File: src/rtl/alu_exec.sv
// rtl/alu_exec.sv - Execute-stage ALU: ID/EX operand register, ALU evaluation, EX/MEM result register
module alu_exec #(
  parameter int WIDTH = 32
) (
  input  logic             clk,
  input  logic             rst_n,
  input  logic             ValidD,
  input  logic [2:0]       ALUControlD,
  input  logic [WIDTH-1:0] SrcAD,
  input  logic [WIDTH-1:0] SrcBD,
  input  logic             StallE,
  input  logic             FlushE,
  output logic             ValidM,
  output logic [WIDTH-1:0] ALUOutM,
  output logic             ZeroM,
  output logic             OverflowM,
  output logic             IllegalM
);

  localparam logic [2:0] OP_AND = 3'b000;
  localparam logic [2:0] OP_OR  = 3'b001;
  localparam logic [2:0] OP_ADD = 3'b010;
  localparam logic [2:0] OP_CMP = 3'b011;
  localparam logic [2:0] OP_SUB = 3'b110;
  localparam logic [2:0] OP_SLT = 3'b111;

  logic             valid_e_q, valid_e_d;
  logic [2:0]       ctrl_e_q, ctrl_e_d;
  logic [WIDTH-1:0] src_a_e_q, src_a_e_d;
  logic [WIDTH-1:0] src_b_e_q, src_b_e_d;

  logic             valid_m_q, valid_m_d;
  logic [WIDTH-1:0] out_m_q, out_m_d;
  logic             zero_m_q, zero_m_d;
  logic             ovf_m_q, ovf_m_d;
  logic             ill_m_q, ill_m_d;

  logic [WIDTH-1:0] sum, diff, res;
  logic             lt_s, lt_u, eq, ovf, ill;

  // Flush outranks stall so a squashed op cannot linger in Execute.
  always_comb begin
    valid_e_d = valid_e_q;
    ctrl_e_d  = ctrl_e_q;
    src_a_e_d = src_a_e_q;
    src_b_e_d = src_b_e_q;
    if (FlushE) begin
      valid_e_d = 1'b0;
      ctrl_e_d  = 3'b000;
      src_a_e_d = '0;
      src_b_e_d = '0;
    end else if (!StallE) begin
      valid_e_d = ValidD;
      ctrl_e_d  = ALUControlD;
      src_a_e_d = SrcAD;
      src_b_e_d = SrcBD;
    end
  end

  // slt uses a real signed compare so it stays correct when a-b overflows.
  always_comb begin
    sum  = src_a_e_q + src_b_e_q;
    diff = src_a_e_q - src_b_e_q;
    lt_s = $signed(src_a_e_q) < $signed(src_b_e_q);
    lt_u = src_a_e_q < src_b_e_q;
    eq   = src_a_e_q == src_b_e_q;
    res  = '0;
    ovf  = 1'b0;
    ill  = 1'b0;
    case (ctrl_e_q)
      OP_ADD: begin
        res = sum;
        ovf = (src_a_e_q[WIDTH-1] == src_b_e_q[WIDTH-1]) && (sum[WIDTH-1] != src_a_e_q[WIDTH-1]);
      end
      OP_SUB: begin
        res = diff;
        ovf = (src_a_e_q[WIDTH-1] != src_b_e_q[WIDTH-1]) && (diff[WIDTH-1] != src_a_e_q[WIDTH-1]);
      end
      OP_AND:  res = src_a_e_q & src_b_e_q;
      OP_OR:   res = src_a_e_q | src_b_e_q;
      OP_SLT:  res = {{(WIDTH-1){1'b0}}, lt_s};
      OP_CMP:  res = {{(WIDTH-3){1'b0}}, lt_u, lt_s, eq};
      default: ill = 1'b1;
    endcase
  end

  always_comb begin
    valid_m_d = 1'b0;
    out_m_d   = '0;
    zero_m_d  = 1'b0;
    ovf_m_d   = 1'b0;
    ill_m_d   = 1'b0;
    if (!StallE && valid_e_q) begin
      valid_m_d = 1'b1;
      out_m_d   = res;
      zero_m_d  = !ill && (res == '0);
      ovf_m_d   = ovf;
      ill_m_d   = ill;
    end
  end

  always_ff @(posedge clk or negedge rst_n) begin
    if (!rst_n) begin
      valid_e_q <= 1'b0;
      ctrl_e_q  <= 3'b000;
      src_a_e_q <= '0;
      src_b_e_q <= '0;
      valid_m_q <= 1'b0;
      out_m_q   <= '0;
      zero_m_q  <= 1'b0;
      ovf_m_q   <= 1'b0;
      ill_m_q   <= 1'b0;
    end else begin
      valid_e_q <= valid_e_d;
      ctrl_e_q  <= ctrl_e_d;
      src_a_e_q <= src_a_e_d;
      src_b_e_q <= src_b_e_d;
      valid_m_q <= valid_m_d;
      out_m_q   <= out_m_d;
      zero_m_q  <= zero_m_d;
      ovf_m_q   <= ovf_m_d;
      ill_m_q   <= ill_m_d;
    end
  end

  assign ValidM    = valid_m_q;
  assign ALUOutM   = out_m_q;
  assign ZeroM     = zero_m_q;
  assign OverflowM = ovf_m_q;
  assign IllegalM  = ill_m_q;

endmodule
File: config.mk
export PLATFORM = sky130hd
export DESIGN_NAME = alu_exec
export DESIGN_NICKNAME = d
export VERILOG_FILES = /design/src/rtl/alu_exec.sv
export SDC_FILE = /design/constraint.sdc
export NUM_CORES = 1
export LEC_CHECK = 0
export BUFFER_PORTS_ARGS = -buffer_cell sky130_fd_sc_hd__clkbuf_2
export CAP_MARGIN = 15
export CORE_MARGIN = 2
export CORE_UTILIZATION = 54
export CTS_BUF_LIST = sky130_fd_sc_hd__clkbuf_8
export DETAILED_ROUTE_END_ITERATION = 10
export HOLD_SLACK_MARGIN = 0.08
export PLACE_DENSITY = 0.71
export SYNTH_ARGS = -nofsm -noshare
export SYNTH_HDL_FRONTEND = slang
export SYNTH_SLANG_ARGS = --single-unit
File: constraint.sdc
create_clock -name clk -period 7.75 [get_ports clk]
set_input_delay 0.775 -clock clk [delete_from_list [all_inputs] [get_ports clk]]
set_output_delay 0.775 -clock clk [all_outputs]
set_load 0.01 [all_outputs]
==> results of run 1 <==
-- area by class of cell --
class	instances	area [sq um]	area share, %
clock buffer	9	124	1.23
multi-input combinational	869	6020	59.9
sequential	104	2600	25.9
inverter	97	364	3.62
clock inverter	7	66.3	0.660
timing repair buffer	114	593	5.90
tap	220	275	2.74
-- power groups by stage --
stage | Sequential [W] | Clock (W) | Combinational [W]
floorplan | 0.000594 | 0 | 0.000374
global placement | 0.000599 | 0 | 0.000517
detailed placement | 0.000600 | 0 | 0.000515
CTS | 0.000590 | 0.000353 | 0.000518
global route | 0.000594 | 0.000370 | 0.000576
finish | 0.000589 | 0.000341 | 0.000528
-- synthesized netlist by cell type (4+ instances only) --
library cell	count	share of area, %
nor4_1	12	0.81
a21o_1	4	0.32
clkbuf_1	49	2.0
o211ai_1	11	0.89
o21a_1	4	0.32
inv_1	96	3.9
o221ai_1	6	0.57
o31ai_1	15	1.2
o31a_1	5	0.47
ha_1	103	14
o22ai_1	8	0.54
buf_1	9	0.36
nor3_1	24	1.3
o21ai_0	34	1.8
nand3_1	22	1.2
a22oi_1	9	0.73
a31oi_1	13	0.88
nand2_1	61	2.5
o21ai_1	5	0.27
and3_1	4	0.27
nand2b_1	11	0.74
xor2_1	4	0.38
mux2i_1	71	7.7
buf_2	7	0.38
a211oi_1	23	1.9
o21bai_1	11	0.89
dfrtp_1	104	28
nor2b_1	16	1.1
nand4_1	13	0.88
xnor2_1	26	2.5
a21oi_1	97	5.2
a21oi_2	4	0.38
nor3b_1	4	0.32
o2111ai_1	4	0.38
nor2_1	177	7.2
-- logic make-up (layout without fill, tap and decap cells) --
logic type / Yosys count / after routing / share of synthesized area [%]
AO/OA/AOI/OAI: 294 / 294 / 21.4
XOR/XNOR: 30 / 30 / 2.83
adder cells (fa/ha/maj): 105 / 105 / 14.3
buffers and inverters: 165 / 227 / 6.98
flip-flops: 104 / 104 / 28.1
multiplexers: 72 / 72 / 7.79
AND/OR/NAND/NOR: 368 / 368 / 18.6
-- worst max-delay path, stage by stage, from the launching register on --
cell,delay [ns]
dfrtp_1,0.65
buf_4,0.52
nand2b_1,0.53
nor2_1,0.29
a2bb2oi_1,0.34
o21ai_1,0.11
nor4bb_1,0.33
o2111a_1,0.27
and4_1,0.24
nand4b_1,0.14
nor4b_2,0.35
nand4_1,0.16
nor4b_2,0.22
-- per-layer routing --
| metal | GRT usage (%) | up-vias | wire (microns) |
|---|---|---|---|
| met1 | 47.6 | 3979 | 13400 |
| met3 | 4.50 | 28 | 2070 |
| met2 | 45.2 | 361 | 11700 |
| met4 | 6.25 | 0 | 357 |
| li1 | - | 4100 | - |
| met5 | 0 | - | 0 |
-- metrics by stage --
step | instances | area (sq um) | worst slack [ns] | util [%]
2_1_floorplan | 1138 | 9270 | 4.46 | -
3_3_place_gp | 1404 | 9860 | 3.63 | 59.0
3_5_place_dp | 1404 | 9860 | 3.59 | 59.0
4_1_cts | 1420 | 10000 | 3.54 | 60.2
5_1_grt | 1420 | 10000 | 3.14 | 60.2
6_report | 1420 | 10000 | 3.47 | 60.2
-- registers in the layout (all words and copies together) (netlist names) --
signal	count
ALUOutM	32
src_a_e_q	32
src_b_e_q	32
ctrl_e_q	3
IllegalM	1
OverflowM	1
ValidM	1
ZeroM	1
valid_e_q	1
-- final timing paths --
| path | end | slack [ns] | cells after the start |
|---|---|---|---|
| setup / recovery | ZeroM | 3.47 | 12 |
| hold / removal | src_a_e_q[8] | 0.33 | 1 |
| setup reg to reg | ZeroM | 3.47 | 12 |
| hold reg to reg | src_b_e_q[18] | 0.56 | 2 |
| max in group asynchronous | src_b_e_q[29] | 6.25 | 2 |
| min in group clk | src_b_e_q[18] | 0.56 | 2 |
==> metrics.log, run 1 <==
INFO  metric power.share.clock = 23.4%
INFO  metric clock_insertion_delay_worst_skew = roughly 0.4 ns
INFO  metric maximum_capacitance_violations = 0
INFO  metric worstHoldPathType = in2async
INFO  metric num_vias = 8468
INFO  metric grt_setup_unrepaired = false
INFO  metric global_route.overflow_total = 0
INFO  metric first_pass_grt_wire_length = 43.8 mm
INFO  metric worst_setup_path_start_kind = flop
INFO  metric cts-buffers-inserted = 9
INFO  metric detailed_placement_wirelength_estimate = 21.1 mm
INFO  metric worst-endpoint-required = roughly 8.1 ns
INFO  metric synthToLayoutAreaGrowth = 8.40%
INFO  metric syn_area_per_cell = about 8 sq um
INFO  metric cts-resized-gates = 0
INFO  metric detailedRoute.firstPassIterationCount = 5
INFO  metric clock_skew = about 0.018 ns
INFO  metric num_rows = 47
INFO  metric timing.final.max_slew_violations = 0
INFO  metric max-vdd-ir-drop = ~0.00011 V
INFO  metric post_synthesis_instance_total = around 1100
INFO  metric die_footprint = between 15000 and 20000 sq um
INFO  metric maxSlewHeadroom = between 20% and 30%
INFO  metric finalWirelength = 27.5 mm
INFO  metric drive_gt1_share = approximately 14%
INFO  metric worstSetupPathType = reg2reg
INFO  metric synthesis.nets = between 1000 and 1500
INFO  metric timing.critical_path.to_type = flop
INFO  metric critPathMaxFanout = 47
INFO  metric mostFrequentLayoutCells = nor2_1, clkbuf_2, dfrtp_1, ha_1, a21oi_1
INFO  metric yosys_register_bits = around 100
INFO  metric tns = 0 ns
INFO  metric post-route-drc-count = 0
INFO  metric vias_per_cell = 5.96
INFO  metric powerDensity = about 150 nW/um^2
INFO  metric cts_hold_repair.buffers = 0
INFO  metric finalCritPeriodShare = between 50% and 60%
INFO  metric die_h = ~140 microns
INFO  metric final_hold_viol_count = 0
INFO  metric yosysWarnings = 0
INFO  metric n_antenna_cell = 0
INFO  metric cts_buffer_depth = 2
INFO  metric gr-usage-all-layers = between 30 and 40%
INFO  metric mostFrequentLayoutCell = nor2_1
INFO  metric floorplan.initialDensity = ~56%
INFO  metric cts_root_buf = clkbuf_8
INFO  metric clock_tree_from_tritoncts = built
INFO  metric count_of_nets_after_finishing = between 1000 and 1500
INFO  metric fillerInstances = 1565
INFO  metric clock_sink_count = 104
INFO  metric clkTransAtPathRegs = between 0.1 and 0.15 ns
INFO  metric routed_wire_length_per_instance = between 15 and 20 microns
INFO  metric reg2reg_from = ctrl_e_q[0]
INFO  metric switchingPower = about 0.00058 W
INFO  metric run_status = finished clean
INFO  metric io_pins = roughly 110
INFO  metric critical_path_arrival = 4.58 ns
INFO  metric setup_viol_count_final = 0
INFO  metric async_reset_ff_share = 100%
INFO  metric first_global_vias = approximately 8000
INFO  metric cts_post_setup_buffers_inserted = 0
INFO  metric floorplan.core_area = 16700 sq um
INFO  metric grt_antenna_before_repair = 0
INFO  metric minimum_hold_slack = around 0.33 ns
INFO  metric grt_max_degree = just under 70
INFO  metric cell_internal_pwr = about 0.00088 W
INFO  metric power.sequential.fraction = 40.4%
INFO  metric overall_power_of_the_completed_layout = 0.00146 W
INFO  metric power.leakage = about 4.6 nW
INFO  metric timing.final.crit_period = 4.28 ns
INFO  metric dr.first_iter.drc_count = 1052
INFO  metric die_w = 135 microns
INFO  metric synth_sequential_area_ratio = about 28%
INFO  metric htree_num_levels = 3
INFO  metric p_sw_share = around 40%
INFO  metric synth_enable_flop_cells = 0
INFO  metric cp-startpoint = ctrl_e_q[0]
INFO  metric final_antenna_net_count = 0
INFO  metric worstMarginPinSlew = between 1 and 1.5 ns
INFO  metric gp_congestion = approximately 0.98
INFO  metric share_comb_of_total_power = between 30% and 40%
INFO  metric max_clock_freq = 234 MHz
INFO  metric summed_instance_area_of_the_synthesized_netlist = roughly 9300 sq um
INFO  metric post_synth_num_cell_types = between 80 and 90
INFO  metric numPortBuffers = approximately 110
INFO  metric ys_dominant_reg_cell = dfrtp_1
Note: power is estimated with default switching activity, not from simulation.
==> inputs of run 2 (changes only) <==
- PLACE_DENSITY: 0.71 -> 0.74
- clock period: 7.75 -> 3.6 ns (I/O delays scaled with it)
==> metrics.log, run 2 (synthesis results as in run 1) <==
INFO  metric cts-buffers-inserted = 9 (unchanged)
INFO  metric postLayoutCoreUtil = 66.7% (+6.6 points)
INFO  metric gr-usage-all-layers = 33.1% (+2.5 points)
INFO  metric worstHoldPathType = in2reg
INFO  metric finalNonFillerCells = 1538 (+8.3%)
INFO  metric cts_root_buf = clkbuf_8
INFO  metric num_vias = 9258 (+9.3%)
INFO  metric critical_path.cell_chain = inv_1, ha_1, buf_4, or4_4, or3_4, a2111oi_4, o31ai_2, a21oi_2, a21oi_2, o2111ai_2, xnor2_1, o22ai_1, a211o_1, nor4b_2
INFO  metric worstMarginPinSlew = 0.760 ns (-0.324 ns)
INFO  metric worst_hold_startpoint = SrcBD[18]
INFO  metric critPathMostFrequentCell = a21oi_2
INFO  metric maxSlewHeadroom = 49.3% (+22 points)
INFO  metric detailedRoute.firstPassIterationCount = 5 (unchanged)
INFO  metric worst_setup_path_start_kind = flop
INFO  metric timing.critical_path.to_type = flop
INFO  metric final_antenna_net_count = 0 (unchanged)
INFO  metric global_route.overflow_total = 0 (unchanged)
INFO  metric reg2reg_from = src_b_e_q[8]
INFO  metric p_sw_share = 39.3% (-0.44 points)
INFO  metric overall_power_of_the_completed_layout = 0.00340 W (+130%)
INFO  metric slowest_stage = or4_4
INFO  metric worstSetupPathType = reg2reg
INFO  metric run_status = finished clean
INFO  metric critPathMaxFanout = 5 (-89%)
INFO  metric synthToLayoutAreaGrowth = 20.2%
INFO  metric grt_setup_unrepaired = true
INFO  metric fillerInstances = 1442 (-7.9%)
INFO  metric numPortBuffers = 107 (unchanged)
INFO  metric die_h = 135 microns (unchanged)
INFO  metric worst_r2r_endpoint = ZeroM
INFO  metric count_of_nets_after_finishing = 1490 (+8.6%)
INFO  metric post-route-drc-count = 0 (unchanged)
INFO  metric die_footprint = 18200 sq um (unchanged)
INFO  metric final_hold_viol_count = 0 (unchanged)
INFO  metric cell_internal_pwr = 0.00206 W (+130%)
INFO  metric maximum_capacitance_violations = 0 (unchanged)
INFO  metric drive_gt1_share = 22.8% (+9.3 points)
INFO  metric powerDensity = 305 nW/um^2 (+110%)
INFO  metric mostFrequentLayoutCells = nor2_1, buf_4, clkbuf_2, dfrtp_1, ha_1
INFO  metric reg2regPathDepth = 14 (+2)
INFO  metric die_w = 135 microns (unchanged)
INFO  metric finalCritPeriodShare = 99.2% (+44 points)
INFO  metric power.share.clock = 22.5% (-0.9 points)
INFO  metric place_inst = 1518 (+8.1%)
INFO  metric cp_slowest_stage_delay = 0.47 ns (-0.18 ns)
INFO  metric power.sequential.fraction = 37.1% (-3.3 points)
INFO  metric timing.final.crit_period = 3.57 ns (-0.704 ns)
INFO  metric first_pass_grt_wire_length = 47.3 mm (+8.0%)
INFO  metric timing.final.max_slew_violations = 0 (unchanged)
INFO  metric floorplan.core_area = 16700 sq um (unchanged)
INFO  metric critical_path.top_delay_family = compound AO/OA/AOI/OAI gates
INFO  metric clock_tree_from_tritoncts = built
INFO  metric setup_viol_count_final = 0 (unchanged)
INFO  metric finalWirelength = 29.8 mm (+8.6%)
INFO  metric cts_buffer_depth = 2 (unchanged)
INFO  metric worst-endpoint-required = 3.93 ns (-4.13 ns)
INFO  metric max_clock_freq = 280 MHz (+20%)
INFO  metric grt_max_degree = 105 (+52%)
INFO  metric dr.first_iter.drc_count = 1082 (+2.9%)
INFO  metric io_pins = 108 (unchanged)
INFO  metric routed_wire_length_per_instance = 19.4 microns (+0.27%)
INFO  metric detailed_placement_wirelength_estimate = 23.3 mm (+10%)
INFO  metric num_rows = 47 (unchanged)
INFO  metric floorplan.initialDensity = 55.5% (unchanged)
INFO  metric n_antenna_cell = 0 (unchanged)
INFO  metric clock_sink_count = 104 (unchanged)
INFO  metric grt_antenna_before_repair = 0 (unchanged)
INFO  metric hold_path_end = src_b_e_q[18]
INFO  metric share_comb_of_total_power = 40.4% (+4.2 points)
INFO  metric vias_per_cell = 6.02 (+0.94%)
INFO  metric clock_skew = 0.0198 ns (+0.00153 ns)
INFO  metric critical_path_arrival = 3.90 ns (-0.68 ns)
INFO  metric first_global_vias = 8780 (+12%)
INFO  metric mostFrequentLayoutCell = nor2_1
INFO  metric clock_insertion_delay_worst_skew = 0.42 ns (about the same)
INFO  metric max-vdd-ir-drop = 0.000258 V (+120%)
INFO  metric power.leakage = 5.27 nW (+13%)
INFO  metric htree_num_levels = 3 (unchanged)
INFO  metric min_path_cells = 3
INFO  metric switchingPower = 0.00133 W (+130%)
INFO  metric clkTransAtPathRegs = 0.12 ns (about the same)
INFO  metric r2r_slack = 0.03 ns (-3.45 ns)
INFO  metric gp_congestion = 0.987 (+0.55%)
INFO  metric worstPathBufferInverterCount = 2 (+1)
run 2: routing by layer:
| layer | wire length [microns] | track usage (%) | up-vias |
|---|---|---|---|
| met3 | 2130 | 5.03 | 56 |
| met4 | 659 | 9.49 | 0 |
| li1 | - | - | 4339 |
| met1 | 13800 | 48.7 | 4435 |
| met5 | 0 | 0 | - |
| met2 | 13200 | 50.6 | 428 |
run 2: timing repair:
action / 4_1_cts / 5_1_grt
setup endpoints to repair: 1 / 6
hold endpoints to repair: 104 / 0
gates cloned: 0 / 0
resized for setup: 3 / 27
pin swaps: 0 / 10
hold buffers: 1 / 0
setup buffers: 1 / 2
run 2: through the flow:
step           hold WS (ns)  cell area [sq um]  setup slack (ns)  setup TNS [ns]
2_1_floorplan        0.0644               9270             0.308               0
6_report              0.171              11100            0.0274               0
3_3_place_gp          0.461              10700            0.0790               0
4_1_cts               0.168              11000            0.0191               0
3_5_place_dp          0.469              10700           -0.0122         -0.0122
5_1_grt               0.193              11100            -0.152          -0.152
run 2: how the worst max path moves through the flow:
| stage | startpoint | endpoint | slack [ns] | depth (start not counted) |
|---|---|---|---|---|
| final | src_b_e_q[8] | ZeroM | 0.03 | 14 |
| after global routing | src_b_e_q[8] | ZeroM | -0.15 | 14 |
| after CTS | src_b_e_q[9] | OverflowM | 0.02 | 16 |
| after detailed placement | src_b_e_q[10] | ZeroM | -0.01 | 13 |
| after global placement | src_b_e_q[1] | ZeroM | 0.08 | 13 |
| after floorplan | src_a_e_q[10] | ZeroM | 0.31 | 13 |
run 2: area by class of cell:
type / count / area [sq um] / share of cell area (%)
inverters: 97 / 364 / 3.27
multi-input cells: 869 / 6190 / 55.5
flip-flops and latches: 104 / 2600 / 23.3
clock inverters: 6 / 60.1 / 0.539
clock buffers: 10 / 138 / 1.23
well taps: 220 / 275 / 2.47
repair buffers: 232 / 1520 / 13.6
run 2: tightest hold or removal path: cells and delay by family:
kind                   cells  cell delay [ns]
AND/OR/NAND/NOR            1             0.07
buffers and inverters      1             0.07
multiplexers               1             0.05
run 2: power by group through the flow:
| stage | logic [W] | registers, W | clock network (W) |
|---|---|---|---|
| 2_1_floorplan | 0.000805 | 0.00128 | 0 |
| 3_3_place_gp | 0.00128 | 0.00128 | 0 |
| 3_5_place_dp | 0.00129 | 0.00128 | 0 |
| 4_1_cts | 0.00131 | 0.00126 | 0.000776 |
| 5_1_grt | 0.00149 | 0.00127 | 0.000818 |
| 6_report | 0.00137 | 0.00126 | 0.000763 |
==> inputs of run 3 (changes only) <==
- PLACE_DENSITY: 0.74 -> 0.71
- clock period: 3.6 -> 4.3 ns (I/O delays scaled with it)
==> metrics.log, run 3 (synthesis results as in run 1) <==
INFO  metric place_area = 9990 sq um (-7.1%)
INFO  metric synthToLayoutAreaGrowth = 10.1%
INFO  metric final_hold_viol_count = 0 (unchanged)
INFO  metric cts_hold_repair.buffers = 0 (-1)
INFO  metric grt_setup_unrepaired = false
INFO  metric cts-buffers-inserted = 9 (unchanged)
INFO  metric floorplan.core_area = 16700 sq um (unchanged)
INFO  metric powerDensity = 262 nW/um^2 (-14%)
INFO  metric grt_max_degree = 71 (-32%)
INFO  metric first_global_vias = 7959 (-9.4%)
INFO  metric critPathMaxFanout = 11 (+6)
INFO  metric timing.final.crit_period = 4.13 ns (+0.553 ns)
INFO  metric timing.final.max_slew_violations = 0 (unchanged)
INFO  metric final_antenna_net_count = 0 (unchanged)
INFO  metric detailedRoute.firstPassIterationCount = 6 (+1)
INFO  metric post-route-drc-count = 0 (unchanged)
INFO  metric max_clock_freq = 242 MHz (-13%)
INFO  metric htree_num_levels = 3 (unchanged)
INFO  metric numPortBuffers = 107 (unchanged)
INFO  metric maxSlewHeadroom = 31.1% (-18 points)
INFO  metric io_pins = 108 (unchanged)
INFO  metric tns = 0 ns (unchanged)
INFO  metric grt_antenna_before_repair = 0 (unchanged)
INFO  metric worstPathBufferInverterCount = 1 (-1)
INFO  metric setup_viol_count_final = 0 (unchanged)
INFO  metric finalCritPeriodShare = 95.9% (-3.3 points)
INFO  metric finalNonFillerCells = 1438 (-6.5%)
INFO  metric worst-endpoint-required = 4.61 ns (+0.68 ns)
INFO  metric vias_per_cell = 5.99 (-0.51%)
INFO  metric mostFrequentLayoutCell = nor2_1
INFO  metric clkTransAtPathRegs = 0.11 ns (about the same)
INFO  metric detailed_placement_wirelength_estimate = 21.3 mm (-8.3%)
INFO  metric clock_sink_count = 104 (unchanged)
INFO  metric worstMarginPinSlew = 1.03 ns (+0.269 ns)
INFO  metric die_footprint = 18200 sq um (unchanged)
INFO  metric critical_path.cell_chain = inv_1, ha_1, or4_4, or3_4, a211oi_2, nor3_1, o21ai_1, mux2i_1, xnor2_1, a21oi_1, and3_1, nand4_1, nor4b_2
INFO  metric num_rows = 47 (unchanged)
INFO  metric clock_skew = 0.0253 ns (+0.00550 ns)
INFO  metric postLayoutCoreUtil = 61.1% (-5.6 points)
INFO  metric mostFrequentLayoutCells = nor2_1, clkbuf_2, dfrtp_1, ha_1, a21oi_1
INFO  metric critical_path_arrival = 4.43 ns (+0.53 ns)
INFO  metric cts_buffer_depth = 2 (unchanged)
INFO  metric dr.first_iter.drc_count = 889 (-18%)
INFO  metric postLayoutCellArea = 10200 sq um (-8.5%)
INFO  metric power.leakage = 4.74 nW (-10%)
INFO  metric clock_tree_from_tritoncts = built
INFO  metric routed_wire_length_per_instance = 19.3 microns (-0.33%)
INFO  metric finalWirelength = 27.8 mm (-6.8%)
INFO  metric drive_gt1_share = 14.7% (-8.1 points)
INFO  metric clock_insertion_delay_worst_skew = 0.42 ns (about the same)
INFO  metric floorplan.initialDensity = 55.5% (unchanged)
INFO  metric critical_path.top_delay_family = simple AND/OR/NAND/NOR gates
INFO  metric worstSetupPathType = reg2reg
INFO  metric slowest_stage = or4_4
INFO  metric num_vias = 8612 (-7.0%)
INFO  metric n_antenna_cell = 0 (unchanged)
INFO  metric gp_congestion = 0.957 (-3.0%)
INFO  metric worstHoldPathType = in2async
INFO  metric worst_setup_path_start_kind = flop
INFO  metric maximum_capacitance_violations = 0 (unchanged)
INFO  metric run_status = finished clean
INFO  metric gr-usage-all-layers = 30.7% (-2.5 points)
INFO  metric cp_slowest_stage_delay = 0.64 ns (+0.17 ns)
INFO  metric count_of_nets_after_finishing = 1390 (-6.7%)
INFO  metric die_w = 135 microns (unchanged)
INFO  metric max-vdd-ir-drop = 0.000184 V (-29%)
INFO  metric place_inst = 1422 (-6.3%)
INFO  metric die_h = 135 microns (unchanged)
INFO  metric cts_root_buf = clkbuf_8
INFO  metric minimum_hold_slack = 0.115 ns (-0.0568 ns)
INFO  metric first_pass_grt_wire_length = 43.6 mm (-7.8%)
INFO  metric global_route.overflow_total = 0 (unchanged)
INFO  metric timing.critical_path.to_type = flop
## run 3: cell types whose count changed in the layout (fill, tap and decap cells not counted), sizes merged
| cell | delta |
|---|---|
| dlygate4sd3 | -1 |
| clkinvlp | -1 |
| buf | -99 |
| clkinv | +1 |
## run 3: metal layers
layer  vias to the layer above  track usage [%]  wire length (microns)  share of wire (%)
met3                        38             6.12                   2460                8.9
met2                       369             45.5                  11800                 43
met4                         0             7.81                    527                1.9
met1                      4053             45.7                  13000                 47
li1                       4152                -                      -                  -
met5                         -                0                      0                  0
## run 3: where the power goes
part | switching [W] | internal [W] | leakage [nW] | total [W]
Clock | 0.000392 | 0.000241 | 0.0982 | 0.000632
Combinational | 0.000614 | 0.000359 | 3.24 | 0.000973
Sequential | 0.0000463 | 0.00102 | 1.40 | 0.00106
Total | 0.00105 | 0.00162 | 4.74 | 0.00267
## run 3: timing repair
item                       in CTS  in global routing
buffers inserted                0                  0
setup endpoints to repair       0                  1
gates resized for setup         0                  1
## run 3: metrics by stage
step | setup WS [ns] | total power [W]
finish | 0.174 | 0.00267
global route | 0.00247 | 0.00283
CTS | 0.266 | 0.00267
detailed placement | 0.300 | 0.00203
global placement | 0.355 | 0.00202
floorplan | 1.01 | 0.00174
## run 3: worst paths after layout
| check | startpoint | to | slack, ns | depth (start not counted) |
|---|---|---|---|---|
| min in group clk | SrcBD[3] | src_b_e_q[3] | 0.25 | 3 |
| max reg2reg | src_a_e_q[7] | ZeroM | 0.17 | 13 |
| max in group asynchronous | rst_n | src_a_e_q[14] | 3.19 | 2 |
| min reg2reg | src_b_e_q[13] | src_b_e_q[13] | 0.56 | 2 |
| max | src_a_e_q[7] | ZeroM | 0.17 | 13 |
| min | rst_n | src_a_e_q[8] | 0.11 | 1 |
## run 3: layout make-up
cell class | count | area, sq um
inverter | 97 | 364
timing repair buffer | 132 | 728
tap | 220 | 275
clock inverter | 6 | 61.3
multi-input combinational | 869 | 6030
fill | 1572 | 6500
clock buffer | 10 | 138
sequential | 104 | 2600
